### config.mk
export PLATFORM = sky130hd
export DESIGN_NAME = fifo_rd_stream_flat
export DESIGN_NICKNAME = d
export VERILOG_FILES = /design/src/rtl/fifo_rd_stream_if.sv /design/src/rtl/fifo_rd_stream.sv /design/src/flat_wrapper.sv
export SDC_FILE = /design/constraint.sdc
export NUM_CORES = 1
export LEC_CHECK = 0
export BUFFER_PORTS_ARGS = -buffer_cell sky130_fd_sc_hd__buf_2
export CAP_MARGIN = 20
export CORE_MARGIN = 1.5
export CORE_UTILIZATION = 35
export CTS_CLUSTER_SIZE = 28
export DETAILED_ROUTE_END_ITERATION = 10
export SKIP_LAST_GASP = 1
export SLEW_MARGIN = 40
export SYNTH_ARGS = -nofsm -noshare
export SYNTH_HDL_FRONTEND = slang
export SYNTH_SLANG_ARGS = --single-unit
### constraint.sdc
create_clock -name clk_rd -period 1.5 [get_ports clk_rd]
set_input_delay 0.15 -clock clk_rd [delete_from_list [all_inputs] [get_ports clk_rd]]
set_output_delay 0.15 -clock clk_rd [all_outputs]
set_load 0.01 [all_outputs]
### src/rtl/fifo_rd_stream_if.sv
// Stream-side bundle for fifo_rd_stream: RAM read port toward the FIFO plus the
// valid/ready output stream toward the consumer.
interface fifo_rd_stream_if #(
    parameter int Width = 4
);
    logic             i_rd_empty;
    logic             o_rd_en;
    logic [Width-1:0] i_rd_data;
    logic             o_valid;
    logic             i_ready;
    logic [Width-1:0] o_data;

    modport master (
        input  i_rd_empty,
        input  i_rd_data,
        input  i_ready,
        output o_rd_en,
        output o_valid,
        output o_data
    );

    modport slave (
        output i_rd_empty,
        output i_rd_data,
        output i_ready,
        input  o_rd_en,
        input  o_valid,
        input  o_data
    );
endinterface

### src/rtl/fifo_rd_stream.sv
// Read-side output stage of the async FIFO: issues RAM reads, absorbs the 1-cycle
// read latency and buffers into a head/skid pair. FIFO_RD_STREAM_STATS_EN adds o_beats.
module fifo_rd_stream #(
    parameter int Width    = 4,
    parameter int CntWidth = 16
) (
    input  logic                clk_rd,
    input  logic                rst,
    fifo_rd_stream_if.master    sif
`ifdef FIFO_RD_STREAM_STATS_EN
    ,
    output logic [CntWidth-1:0] o_beats
`endif
);

    logic             head_valid_r;
    logic [Width-1:0] head_data_r;
    logic             skid_valid_r;
    logic [Width-1:0] skid_data_r;
    logic             pending_r;

    logic             head_valid_s;
    logic [Width-1:0] head_data_s;
    logic             skid_valid_s;
    logic [Width-1:0] skid_data_s;
    logic             pop_s;
    logic [1:0]       count_s;
    logic [2:0]       occ_s;
    logic             rd_en_s;

    // Read issue: allow a request only if the data it returns will have a slot.
    always_comb begin
        pop_s   = head_valid_r & sif.i_ready;
        count_s = {1'b0, head_valid_r} + {1'b0, skid_valid_r};
        occ_s   = {1'b0, count_s} + {2'b00, pending_r} - {2'b00, pop_s};
        rd_en_s = ~rst & ~sif.i_rd_empty & (occ_s <= 3'd1);
    end

    // Placement of an arriving word and of the skid entry; FIFO order preserved.
    always_comb begin
        head_valid_s = head_valid_r;
        head_data_s  = head_data_r;
        skid_valid_s = skid_valid_r;
        skid_data_s  = skid_data_r;
        if (pop_s) begin
            if (skid_valid_r) begin
                head_valid_s = 1'b1;
                head_data_s  = skid_data_r;
                if (pending_r) begin
                    skid_valid_s = 1'b1;
                    skid_data_s  = sif.i_rd_data;
                end else begin
                    skid_valid_s = 1'b0;
                end
            end else begin
                if (pending_r) begin
                    head_valid_s = 1'b1;
                    head_data_s  = sif.i_rd_data;
                end else begin
                    head_valid_s = 1'b0;
                end
            end
        end else if (pending_r) begin
            if (head_valid_r) begin
                skid_valid_s = 1'b1;
                skid_data_s  = sif.i_rd_data;
            end else begin
                head_valid_s = 1'b1;
                head_data_s  = sif.i_rd_data;
            end
        end else begin
            head_valid_s = head_valid_r;
        end
    end

    // Head, skid and in-flight registers; reset drops everything buffered.
    always_ff @(posedge clk_rd) begin
        if (rst) begin
            head_valid_r <= 1'b0;
            head_data_r  <= {Width{1'b0}};
            skid_valid_r <= 1'b0;
            skid_data_r  <= {Width{1'b0}};
            pending_r    <= 1'b0;
        end else begin
            head_valid_r <= head_valid_s;
            head_data_r  <= head_data_s;
            skid_valid_r <= skid_valid_s;
            skid_data_r  <= skid_data_s;
            pending_r    <= rd_en_s;
        end
    end

    assign sif.o_rd_en = rd_en_s;
    assign sif.o_valid = head_valid_r;
    assign sif.o_data  = head_data_r;

`ifdef FIFO_RD_STREAM_STATS_EN
    logic [CntWidth-1:0] beats_r;

    // Accepted-beat counter, saturating at all-ones.
    always_ff @(posedge clk_rd) begin
        if (rst) begin
            beats_r <= {CntWidth{1'b0}};
        end else if (pop_s && !(&beats_r)) begin
            beats_r <= beats_r + {{(CntWidth-1){1'b0}}, 1'b1};
        end else begin
            beats_r <= beats_r;
        end
    end

    assign o_beats = beats_r;
`else
    logic [CntWidth-1:0] unused_cnt_s;
    assign unused_cnt_s = {CntWidth{1'b0}};
`endif

endmodule

### src/flat_wrapper.sv
// flat-port wrapper written by rule: the top's interface ports become plain ports
module fifo_rd_stream_flat 
#(
    parameter int Width    = 4,
    parameter int CntWidth = 16
)
  (clk_rd, rst, sif_i_rd_empty, sif_i_rd_data, sif_i_ready, sif_o_rd_en, sif_o_valid, sif_o_data);
  fifo_rd_stream_if #(.Width(Width)) sif_i ();
  input  logic clk_rd;
  input  logic rst;
  input wire logic [$bits(sif_i.i_rd_empty)-1:0] sif_i_rd_empty;
  input wire logic [$bits(sif_i.i_rd_data)-1:0] sif_i_rd_data;
  input wire logic [$bits(sif_i.i_ready)-1:0] sif_i_ready;
  output wire logic [$bits(sif_i.o_rd_en)-1:0] sif_o_rd_en;
  output wire logic [$bits(sif_i.o_valid)-1:0] sif_o_valid;
  output wire logic [$bits(sif_i.o_data)-1:0] sif_o_data;
  assign sif_i.i_rd_empty = sif_i_rd_empty;
  assign sif_i.i_rd_data = sif_i_rd_data;
  assign sif_i.i_ready = sif_i_ready;
  assign sif_o_rd_en = sif_i.o_rd_en;
  assign sif_o_valid = sif_i.o_valid;
  assign sif_o_data = sif_i.o_data;
  fifo_rd_stream #(.Width(Width), .CntWidth(CntWidth)) u_core (.clk_rd(clk_rd), .rst(rst), .sif(sif_i));
endmodule
==> impl_results.html, run 1 <==
<table>
<tr><th>Metric</th><th>Value</th></tr>
<tr><th colspan="2">Run status</th></tr>
<tr><td>Run status</td><td>complete, but fails checks</td></tr>
<tr><td>Failing checks</td><td>setup timing</td></tr>
<tr><th colspan="2">Yosys</th></tr>
<tr><td>Biggest area contributors in the synthesized netlist</td><td>sky130_fd_sc_hd__dfxtp_1 35%, sky130_fd_sc_hd__a221oi_2 9.7%, sky130_fd_sc_hd__a21oi_1 5.6%</td></tr>
<tr><td>Portion of the post-synthesis area used by sequential elements</td><td>35.41%</td></tr>
<tr><td>Area share of the leading cell type in the synthesized netlist</td><td>35.41%</td></tr>
<tr><td>Async set-reset flop share out of synthesis</td><td>0%</td></tr>
<tr><td>Top post-synthesis cells by count</td><td>11 x sky130_fd_sc_hd__dfxtp_1, 7 x sky130_fd_sc_hd__a21oi_1, 5 x sky130_fd_sc_hd__o21ai_1</td></tr>
<tr><td>Complex-gate fraction of the synthesized area</td><td>27.77%</td></tr>
<tr><td>Proportion of synthesized area in mux cells</td><td>0%</td></tr>
<tr><td>Dominant cell by count in the synthesized netlist</td><td>sky130_fd_sc_hd__dfxtp_1</td></tr>
<tr><td>Cell Area, Synth</td><td>621.8 um2</td></tr>
<tr><td>Synth unique cells</td><td>26</td></tr>
<tr><td>Seq cells post-synth</td><td>11</td></tr>
<tr><td>Arithmetic-cell share of the synthesized area counting full adders, half adders and majority gates</td><td>4.024%</td></tr>
<tr><td>Total of warnings raised by yosys</td><td>0</td></tr>
<tr><td>Main combinational cell family by area after synthesis</td><td>compound AO/OA/AOI/OAI gates</td></tr>
<tr><td>Number of enable flip-flop cells after synthesis</td><td>0</td></tr>
<tr><td>Simple-Gate Fraction of Synth Area</td><td>24.55%</td></tr>
<tr><td>Post-Synthesis Net Count</td><td>77</td></tr>
<tr><td>Mean post-synth cell area</td><td>9.281 um2</td></tr>
<tr><td>Most frequently used flop master after synthesis</td><td>sky130_fd_sc_hd__dfxtp_1</td></tr>
<tr><td>Post-Synth XOR/XNOR Area</td><td>1.408%</td></tr>
<tr><td>Top cell type by total area after synthesis</td><td>sky130_fd_sc_hd__dfxtp_1</td></tr>
<tr><td>Gate count after technology mapping</td><td>67</td></tr>
<tr><th colspan="2">Clocking</th></tr>
<tr><td>Number of levels the H-tree was split into</td><td>1</td></tr>
<tr><td>CTS Root Cell</td><td>sky130_fd_sc_hd__clkbuf_4</td></tr>
<tr><td>Sinks on the clock net</td><td>11</td></tr>
<tr><td>Worst-path clk slew</td><td>70 ps</td></tr>
<tr><td>Clock latency on the worst-skew pair</td><td>270 ps</td></tr>
<tr><td>Count of hold buffers inserted by post-cts repair</td><td>0</td></tr>
<tr><td>Max clock buf depth</td><td>2</td></tr>
<tr><td>TritonCTS buffer count</td><td>3</td></tr>
<tr><td>Clock tree from TritonCTS</td><td>built</td></tr>
<tr><th colspan="2">STA</th></tr>
<tr><td>Max-Slew Margin vs Limit</td><td>84.52%</td></tr>
<tr><td>RSZ-0062 raised after global routing</td><td>yes</td></tr>
<tr><td>Share of the clock period used by the worst path</td><td>127.0%</td></tr>
<tr><td>Fmax</td><td>524.8 MHz</td></tr>
<tr><td>Number of hold violations in the final report</td><td>0</td></tr>
<tr><td>Actual slew at the worst max-slew pin</td><td>232.2 ps</td></tr>
<tr><td>Slack of the critical path</td><td>-405.4 ps</td></tr>
<tr><td>Fin. max-slew vios</td><td>0</td></tr>
<tr><td>Final clock skew</td><td>3.018 ps</td></tr>
<tr><td>Total setup violations reported at the end of the flow</td><td>2</td></tr>
<tr><td>Final worst path period need</td><td>1905 ps</td></tr>
<tr><th colspan="2">Setup path</th></tr>
<tr><td>Worst EP required</td><td>1350 ps</td></tr>
<tr><td>CP startpoint kind</td><td>register</td></tr>
<tr><td>Cell mode on critical path</td><td>sky130_fd_sc_hd__ha_4</td></tr>
<tr><td>Master of the slowest instance on the critical path</td><td>sky130_fd_sc_hd__dfxtp_4</td></tr>
<tr><td>Ordered list of cells on the worst path</td><td>and2_4 &gt; ha_4 &gt; inv_2 &gt; ha_4 &gt; a21oi_4 &gt; xnor2_2 &gt; nor3_2 &gt; buf_2</td></tr>
<tr><td>Critical Setup Path Class</td><td>register to output port</td></tr>
<tr><td>Kind of capture point of the worst setup path</td><td>output port</td></tr>
<tr><td>Delay of the slowest critical-path stage</td><td>340 ps</td></tr>
<tr><td>Arrival time of the worst setup path</td><td>1760 ps</td></tr>
<tr><td>Critical path fanouts, max</td><td>2</td></tr>
<tr><td>Setup slack on the worst flop-to-flop path</td><td>-240 ps</td></tr>
<tr><td>R2R cell count</td><td>9</td></tr>
<tr><th colspan="2">Layout</th></tr>
<tr><td>Nets@finish</td><td>96</td></tr>
<tr><td>Synthesis-to-layout area growth</td><td>28.17%</td></tr>
<tr><td>Fillers</td><td>176</td></tr>
<tr><td>Share of layout cells above drive strength 1</td><td>43.53%</td></tr>
<tr><td>Antenna Diode Count</td><td>0</td></tr>
<tr><td>Final std cells w/o fill</td><td>102</td></tr>
<tr><th colspan="2">Worst hold path</th></tr>
<tr><td>Class of the tightest hold or removal check</td><td>input pin to register</td></tr>
<tr><td>Worst hold stages</td><td>2</td></tr>
<tr><th colspan="2">Placed design</th></tr>
<tr><td>Post-placement cell count</td><td>97</td></tr>
<tr><td>Detail Placement HPWL</td><td>1.015 mm</td></tr>
<tr><td>Input/output buffers</td><td>13</td></tr>
<tr><td>Post-placement worst setup slack</td><td>-117.8 ps</td></tr>
<tr><td>GP Congestion</td><td>0.6891</td></tr>
<tr><th colspan="2">Drt</th></tr>
<tr><td>Drt pass-1 iters</td><td>4</td></tr>
<tr><td>Antenna violation net count after detailed routing</td><td>0</td></tr>
<tr><td>Initial DRC count</td><td>14</td></tr>
<tr><td>Via total after detailed routing</td><td>567</td></tr>
<tr><td>Routed len/inst</td><td>14.30 um</td></tr>
<tr><td>Number of design rule violations left after detail routing</td><td>0</td></tr>
<tr><td>Number of vias per cell</td><td>5.559</td></tr>
<tr><td>Final wirelength</td><td>1.459 mm</td></tr>
<tr><th colspan="2">Power and ir drop</th></tr>
<tr><td>PD cells</td><td>830.6 mW/mm2</td></tr>
<tr><td>Leak Pwr</td><td>0.0003395 uW</td></tr>
<tr><td>Max IR drop VDD</td><td>0.4779 mV</td></tr>
<tr><th colspan="2">Floorplan</th></tr>
<tr><td>I/O pins</td><td>14</td></tr>
<tr><td>Placeable core region</td><td>0.001689 mm2</td></tr>
<tr><td>Row count</td><td>15</td></tr>
<tr><td>Floorplan die area</td><td>0.002039 mm2</td></tr>
<tr><td>Vert. Die Dim</td><td>45.15 um</td></tr>
<tr><td>Initial core utilization</td><td>36.81%</td></tr>
<tr><td>Die boundary width</td><td>45.15 um</td></tr>
<tr><th colspan="2">Global routing</th></tr>
<tr><td>Number of global-route vias before repair</td><td>482</td></tr>
<tr><td>Overall Global Routing Usage</td><td>15.96%</td></tr>
<tr><td>Met3 track demand over resource</td><td>4.000%</td></tr>
<tr><td>GRT Residual Overflow</td><td>0</td></tr>
<tr><td>Antenna violations before repair</td><td>0</td></tr>
<tr><td>Met1 Resource Use GR</td><td>21.29%</td></tr>
<tr><td>Met2 track utilization from global routing</td><td>24.29%</td></tr>
<tr><td>Most congested layer reported by global routing</td><td>met2</td></tr>
<tr><td>Wire length of the first global-routing pass</td><td>2.283 mm</td></tr>
<tr><td>Pin count of the biggest net entering global routing</td><td>16</td></tr>
<tr><th colspan="2">Run</th></tr>
<tr><td>Max_cap viols</td><td>0</td></tr>
</table>
## metrics by stage
stage	power, uW	utilization (%)	area (um2)	hold slack, ps	setup TNS (ps)
detailed placement	452.6	44.30	748.2	344.3	-231.3
global placement	447.7	44.30	748.2	332.4	-154.7
finish	662.0	47.19	797.0	59.72	-640.4
global route	705.7	47.19	797.0	39.68	-756.9
floorplan	407.6	-	659.4	221.1	-63.89
CTS	667.0	46.30	782.0	53.93	-544.4
## final cells by class
class	instances	area [um2]	share of cell area (%)
Clock buffer	4	26.28	3.297
Inverter	2	7.507	0.9419
Multi-Input combinational cell	49	407.9	51.18
Sequential cell	11	224.0	28.10
Tap cell	17	21.27	2.669
Timing Repair Buffer	19	110.1	13.81
## kinds of logic after synthesis
logic type / after synthesis
adder cells (fa/ha/maj): 2
flip-flops: 11
buffers and inverters: 7
AND/OR/NAND/NOR: 22
XOR/XNOR: 1
AO/OA/AOI/OAI: 24
## layer usage
metal	part of all wire [%]	wire length [um]	vias up
met3	3.9	57	2
met2	49	713	9
met5	0	0	-
li1	-	-	283
met4	0.82	12	0
met1	46	675	273
## critical path: cells and delay by family (launching register included)
family | cells | cell delay [ps]
adder cells (fa/ha/maj) | 2 | 490
flip-flops | 1 | 340
AND/OR/NAND/NOR | 2 | 240
buffers and inverters | 2 | 190
AO/OA/AOI/OAI | 1 | 130
XOR/XNOR | 1 | 100
## sequential cells by signal (all words and copies together) (netlist names)
name and flops:
u_core.sif.o_data 4, u_core.skid_data_r 4, u_core.pending_r 1, u_core.sif.o_valid 1
u_core.skid_valid_r 1
## report_power, final
group	internal, uW	switching [uW]	total, uW	leakage, uW
logic	64.6	76.4	141	0.000234
registers	305	8.71	313	0.0000905
clock network	103	105	208	0.0000150
## path summary, 6_finish.rpt
kind / end / from
max: sif_o_rd_en / u_core.sif.o_valid$_SDFFE_PP0P_
min: u_core.pending_r$_SDFF_PP0_ / sif_i_rd_empty
max reg2reg: u_core.pending_r$_SDFF_PP0_ / u_core.sif.o_valid$_SDFFE_PP0P_
min reg2reg: u_core.skid_data_r[0]$_SDFFE_PP0P_ / u_core.skid_data_r[0]$_SDFFE_PP0P_
## placed cells by master (no fill, tap or decap)
| cell | instances |
|---|---|
| sky130_fd_sc_hd__a21o_1 | 1 |
| sky130_fd_sc_hd__a21oi_1 | 6 |
| sky130_fd_sc_hd__a21oi_4 | 1 |
| sky130_fd_sc_hd__a221oi_2 | 4 |
| sky130_fd_sc_hd__and2_4 | 1 |
| sky130_fd_sc_hd__and2b_4 | 1 |
| sky130_fd_sc_hd__buf_2 | 13 |
| sky130_fd_sc_hd__buf_4 | 6 |
| sky130_fd_sc_hd__clkbuf_1 | 1 |
| sky130_fd_sc_hd__clkbuf_4 | 3 |
| sky130_fd_sc_hd__dfxtp_1 | 10 |
| sky130_fd_sc_hd__dfxtp_4 | 1 |
| sky130_fd_sc_hd__ha_4 | 2 |
| sky130_fd_sc_hd__inv_1 | 1 |
| sky130_fd_sc_hd__inv_2 | 1 |
| sky130_fd_sc_hd__nand2_1 | 1 |
| sky130_fd_sc_hd__nand2_4 | 1 |
| sky130_fd_sc_hd__nand2b_1 | 1 |
| sky130_fd_sc_hd__nand2b_4 | 1 |
| sky130_fd_sc_hd__nand3_1 | 1 |
| sky130_fd_sc_hd__nand3b_1 | 4 |
| sky130_fd_sc_hd__nand4_1 | 4 |
| sky130_fd_sc_hd__nor2_1 | 1 |
| sky130_fd_sc_hd__nor2b_1 | 4 |
| sky130_fd_sc_hd__nor3_1 | 1 |
| sky130_fd_sc_hd__nor3_2 | 1 |
| sky130_fd_sc_hd__o21ai_0 | 3 |
| sky130_fd_sc_hd__o21ai_1 | 5 |
| sky130_fd_sc_hd__o21bai_1 | 4 |
| sky130_fd_sc_hd__xnor2_2 | 1 |
## what timing repair did
action	CTS	global route
gates resized for setup	1	1
pin swaps	0	3
buffers inserted	0	1
endpoints found under the setup margin	2	2
(Power assumes the default switching activity.)
==> run 2: changes to the inputs <==
- PLACE_DENSITY_LB_ADDON: not set -> 0.25
==> run 2 against run 1 <==
Effect of this change:
- the flow still finishes with violations (setup timing)
- count of clock-buffer cells in the layout unchanged
- non-clock buffer count is the same
- final area unchanged
- combinational power shrank 3%
- sequential cell count is the same
- sequential power hardly changed
- first-iteration DRC count grew 50%
- die area is the same
- critical path depth unchanged
- clock skew increased by 2.5 ps
- total power up 0.31%
- critical path type unchanged
- highest routed layer unchanged
==> impl_results.html, run 2 (synthesized netlist as in run 1, its figures left out) <==
<table>
<tr><th>Metric</th><th>Value</th></tr>
<tr><th colspan="2">Run status</th></tr>
<tr><td>Run status</td><td>complete, but fails checks</td></tr>
<tr><td>Failing checks</td><td>setup timing</td></tr>
<tr><th colspan="2">STA</th></tr>
<tr><td>Number of hold violations in the final report</td><td>0</td></tr>
<tr><td>RSZ-0062 raised after global routing</td><td>yes</td></tr>
<tr><td>Final hold slack</td><td>50.35 ps</td></tr>
<tr><td>Final clock skew</td><td>5.541 ps</td></tr>
<tr><td>Final worst path period need</td><td>1885 ps</td></tr>
<tr><td>Max-Slew Margin vs Limit</td><td>84.99%</td></tr>
<tr><td>Slack of the critical path</td><td>-384.5 ps</td></tr>
<tr><td>Actual slew at the worst max-slew pin</td><td>222.9 ps</td></tr>
<tr><td>Fin. max-slew vios</td><td>0</td></tr>
<tr><td>Total setup violations reported at the end of the flow</td><td>2</td></tr>
<tr><td>Share of the clock period used by the worst path</td><td>125.6%</td></tr>
<tr><td>Fmax</td><td>530.6 MHz</td></tr>
<tr><th colspan="2">Setup path</th></tr>
<tr><td>Critical path fanouts, max</td><td>2</td></tr>
<tr><td>Worst EP required</td><td>1350 ps</td></tr>
<tr><td>CP startpoint kind</td><td>register</td></tr>
<tr><td>Arrival time of the worst setup path</td><td>1730 ps</td></tr>
<tr><td>Critical Setup Path Class</td><td>register to output port</td></tr>
<tr><td>Kind of capture point of the worst setup path</td><td>output port</td></tr>
<tr><th colspan="2">Layout</th></tr>
<tr><td>Combined area of the multi-input logic cells</td><td>407.9 um2</td></tr>
<tr><td>Register area</td><td>224.0 um2</td></tr>
<tr><td>Leading cell type in the layout, fill and taps excluded</td><td>sky130_fd_sc_hd__buf_2</td></tr>
<tr><td>Fillers</td><td>172</td></tr>
<tr><td>Core Util, Final</td><td>47.19%</td></tr>
<tr><td>Synthesis-to-layout area growth</td><td>28.17%</td></tr>
<tr><td>Final std cells w/o fill</td><td>102</td></tr>
<tr><td>Share of layout cells above drive strength 1</td><td>43.53%</td></tr>
<tr><td>Nets@finish</td><td>96</td></tr>
<tr><td>Commonest cells after routing, fill and taps aside</td><td>13 x sky130_fd_sc_hd__buf_2, 10 x sky130_fd_sc_hd__dfxtp_1, 6 x sky130_fd_sc_hd__a21oi_1, 6 x sky130_fd_sc_hd__buf_4, 5 x sky130_fd_sc_hd__o21ai_1</td></tr>
<tr><td>Fin area</td><td>797.0 um2</td></tr>
<tr><td>Antenna Diode Count</td><td>0</td></tr>
<tr><th colspan="2">Placed design</th></tr>
<tr><td>Detail Placement HPWL</td><td>942.7 um</td></tr>
<tr><td>Post-placement worst setup slack</td><td>-100.9 ps</td></tr>
<tr><td>GP Congestion</td><td>0.7527</td></tr>
<tr><td>Post-placement cell count</td><td>97</td></tr>
<tr><td>Input/output buffers</td><td>13</td></tr>
<tr><td>Area after detailed placement</td><td>748.2 um2</td></tr>
<tr><th colspan="2">Floorplan</th></tr>
<tr><td>I/O pins</td><td>14</td></tr>
<tr><td>Vert. Die Dim</td><td>45.15 um</td></tr>
<tr><td>Floorplan die area</td><td>0.002039 mm2</td></tr>
<tr><td>Initial core utilization</td><td>36.81%</td></tr>
<tr><td>Die boundary width</td><td>45.15 um</td></tr>
<tr><td>Row count</td><td>15</td></tr>
<tr><td>Placeable core region</td><td>0.001689 mm2</td></tr>
<tr><th colspan="2">Global routing</th></tr>
<tr><td>Wire length of the first global-routing pass</td><td>2.076 mm</td></tr>
<tr><td>Number of global-route vias before repair</td><td>473</td></tr>
<tr><td>GRT Residual Overflow</td><td>0</td></tr>
<tr><td>Antenna violations before repair</td><td>0</td></tr>
<tr><td>Overall Global Routing Usage</td><td>14.46%</td></tr>
<tr><td>Pin count of the biggest net entering global routing</td><td>16</td></tr>
<tr><th colspan="2">Clocking</th></tr>
<tr><td>Clock latency on the worst-skew pair</td><td>270 ps</td></tr>
<tr><td>Max clock buf depth</td><td>2</td></tr>
<tr><td>Clock tree from TritonCTS</td><td>built</td></tr>
<tr><td>Sinks on the clock net</td><td>11</td></tr>
<tr><td>Number of levels the H-tree was split into</td><td>1</td></tr>
<tr><td>CTS Root Cell</td><td>sky130_fd_sc_hd__clkbuf_4</td></tr>
<tr><td>TritonCTS buffer count</td><td>3</td></tr>
<tr><td>Worst-path clk slew</td><td>70 ps</td></tr>
<tr><td>Count of hold buffers inserted by post-cts repair</td><td>0</td></tr>
<tr><th colspan="2">Power and ir drop</th></tr>
<tr><td>Total internal power</td><td>471.8 uW</td></tr>
<tr><td>Max IR drop VDD</td><td>0.5551 mV</td></tr>
<tr><td>Sequential power share</td><td>47.4%</td></tr>
<tr><td>Clock network power share</td><td>31.9%</td></tr>
<tr><td>Sw frac</td><td>28.96%</td></tr>
<tr><td>Leak Pwr</td><td>0.0003406 uW</td></tr>
<tr><td>Combinational share of power</td><td>20.7%</td></tr>
<tr><td>Net Sw Power</td><td>192.3 uW</td></tr>
<tr><td>PD cells</td><td>833.2 mW/mm2</td></tr>
<tr><th colspan="2">Worst hold path</th></tr>
<tr><td>Class of the tightest hold or removal check</td><td>input pin to register</td></tr>
<tr><th colspan="2">Drt</th></tr>
<tr><td>Routed len/inst</td><td>13.40 um</td></tr>
<tr><td>Final wirelength</td><td>1.367 mm</td></tr>
<tr><td>Number of design rule violations left after detail routing</td><td>0</td></tr>
<tr><td>Number of vias per cell</td><td>5.647</td></tr>
<tr><td>Drt pass-1 iters</td><td>4</td></tr>
<tr><td>Via total after detailed routing</td><td>576</td></tr>
<tr><td>Initial DRC count</td><td>21</td></tr>
<tr><td>Antenna violation net count after detailed routing</td><td>0</td></tr>
<tr><th colspan="2">Run</th></tr>
<tr><td>Max_cap viols</td><td>0</td></tr>
</table>
## run 2: cell counts in the layout (fill, tap and decap cells not counted)
No cell type changed its count.
## run 2: power groups by stage
stage | clock (uW) | combinational [uW] | sequential, uW
6_report | 212 | 137 | 315
5_1_grt | 226 | 148 | 317
4_1_cts | 214 | 135 | 315
3_5_place_dp | 0 | 128 | 322
3_3_place_gp | 0 | 127 | 321
2_1_floorplan | 0 | 80.0 | 328
## run 2: worst paths after layout
| path | start | end | slack [ps] | cells after the start |
|---|---|---|---|---|
| worst max-delay path | u_core.sif.o_valid$_SDFFE_PP0P_ | sif_o_rd_en | -380 | 8 |
| worst min-delay path | sif_i_rd_empty | u_core.pending_r$_SDFF_PP0_ | 50 | 2 |
| worst max register to register | u_core.sif.o_valid$_SDFFE_PP0P_ | u_core.pending_r$_SDFF_PP0_ | -200 | 9 |
| worst min register to register | u_core.skid_data_r[3]$_SDFFE_PP0P_ | u_core.skid_data_r[3]$_SDFFE_PP0P_ | 480 | 2 |
## run 2: critical path, stage by stage, from the launching register on
cell and delay (ps):
sky130_fd_sc_hd__dfxtp_4 340, sky130_fd_sc_hd__and2_4 140, sky130_fd_sc_hd__ha_4 250, sky130_fd_sc_hd__inv_2 30
sky130_fd_sc_hd__ha_4 260, sky130_fd_sc_hd__a21oi_4 50, sky130_fd_sc_hd__xnor2_2 150, sky130_fd_sc_hd__nor3_2 90
sky130_fd_sc_hd__buf_2 140
## run 2: per-layer routing
metal	vias to the layer above	GRT usage [%]	part of all wire (%)
met5	-	0	0
met1	259	19.26	48
met2	28	20.57	44
li1	285	-	-
met4	0	8.824	1.8
met3	4	4.000	6.1
## run 2: stage by stage
stage,TNS (ps),total power (uW)
finish,-582.3,664.1
floorplan,-63.89,407.6
detailed placement,-168.1,449.9
global route,-745.4,690.6
CTS,-599.8,663.7
global placement,-141.8,447.9
## run 2: final cells by class
cell class,instances,share of cell area (%)
flip-flops and latches,11,28.10
well taps,17,2.669
multi-input cells,49,51.18
repair buffers,19,13.81
clock buffers,4,3.297
inverters,2,0.9419
## run 2: timing repair
action	4_1_cts	5_1_grt
resized for setup	1	1
buffers inserted	1	0
endpoints found under the setup margin	2	2
pin swaps	0	0
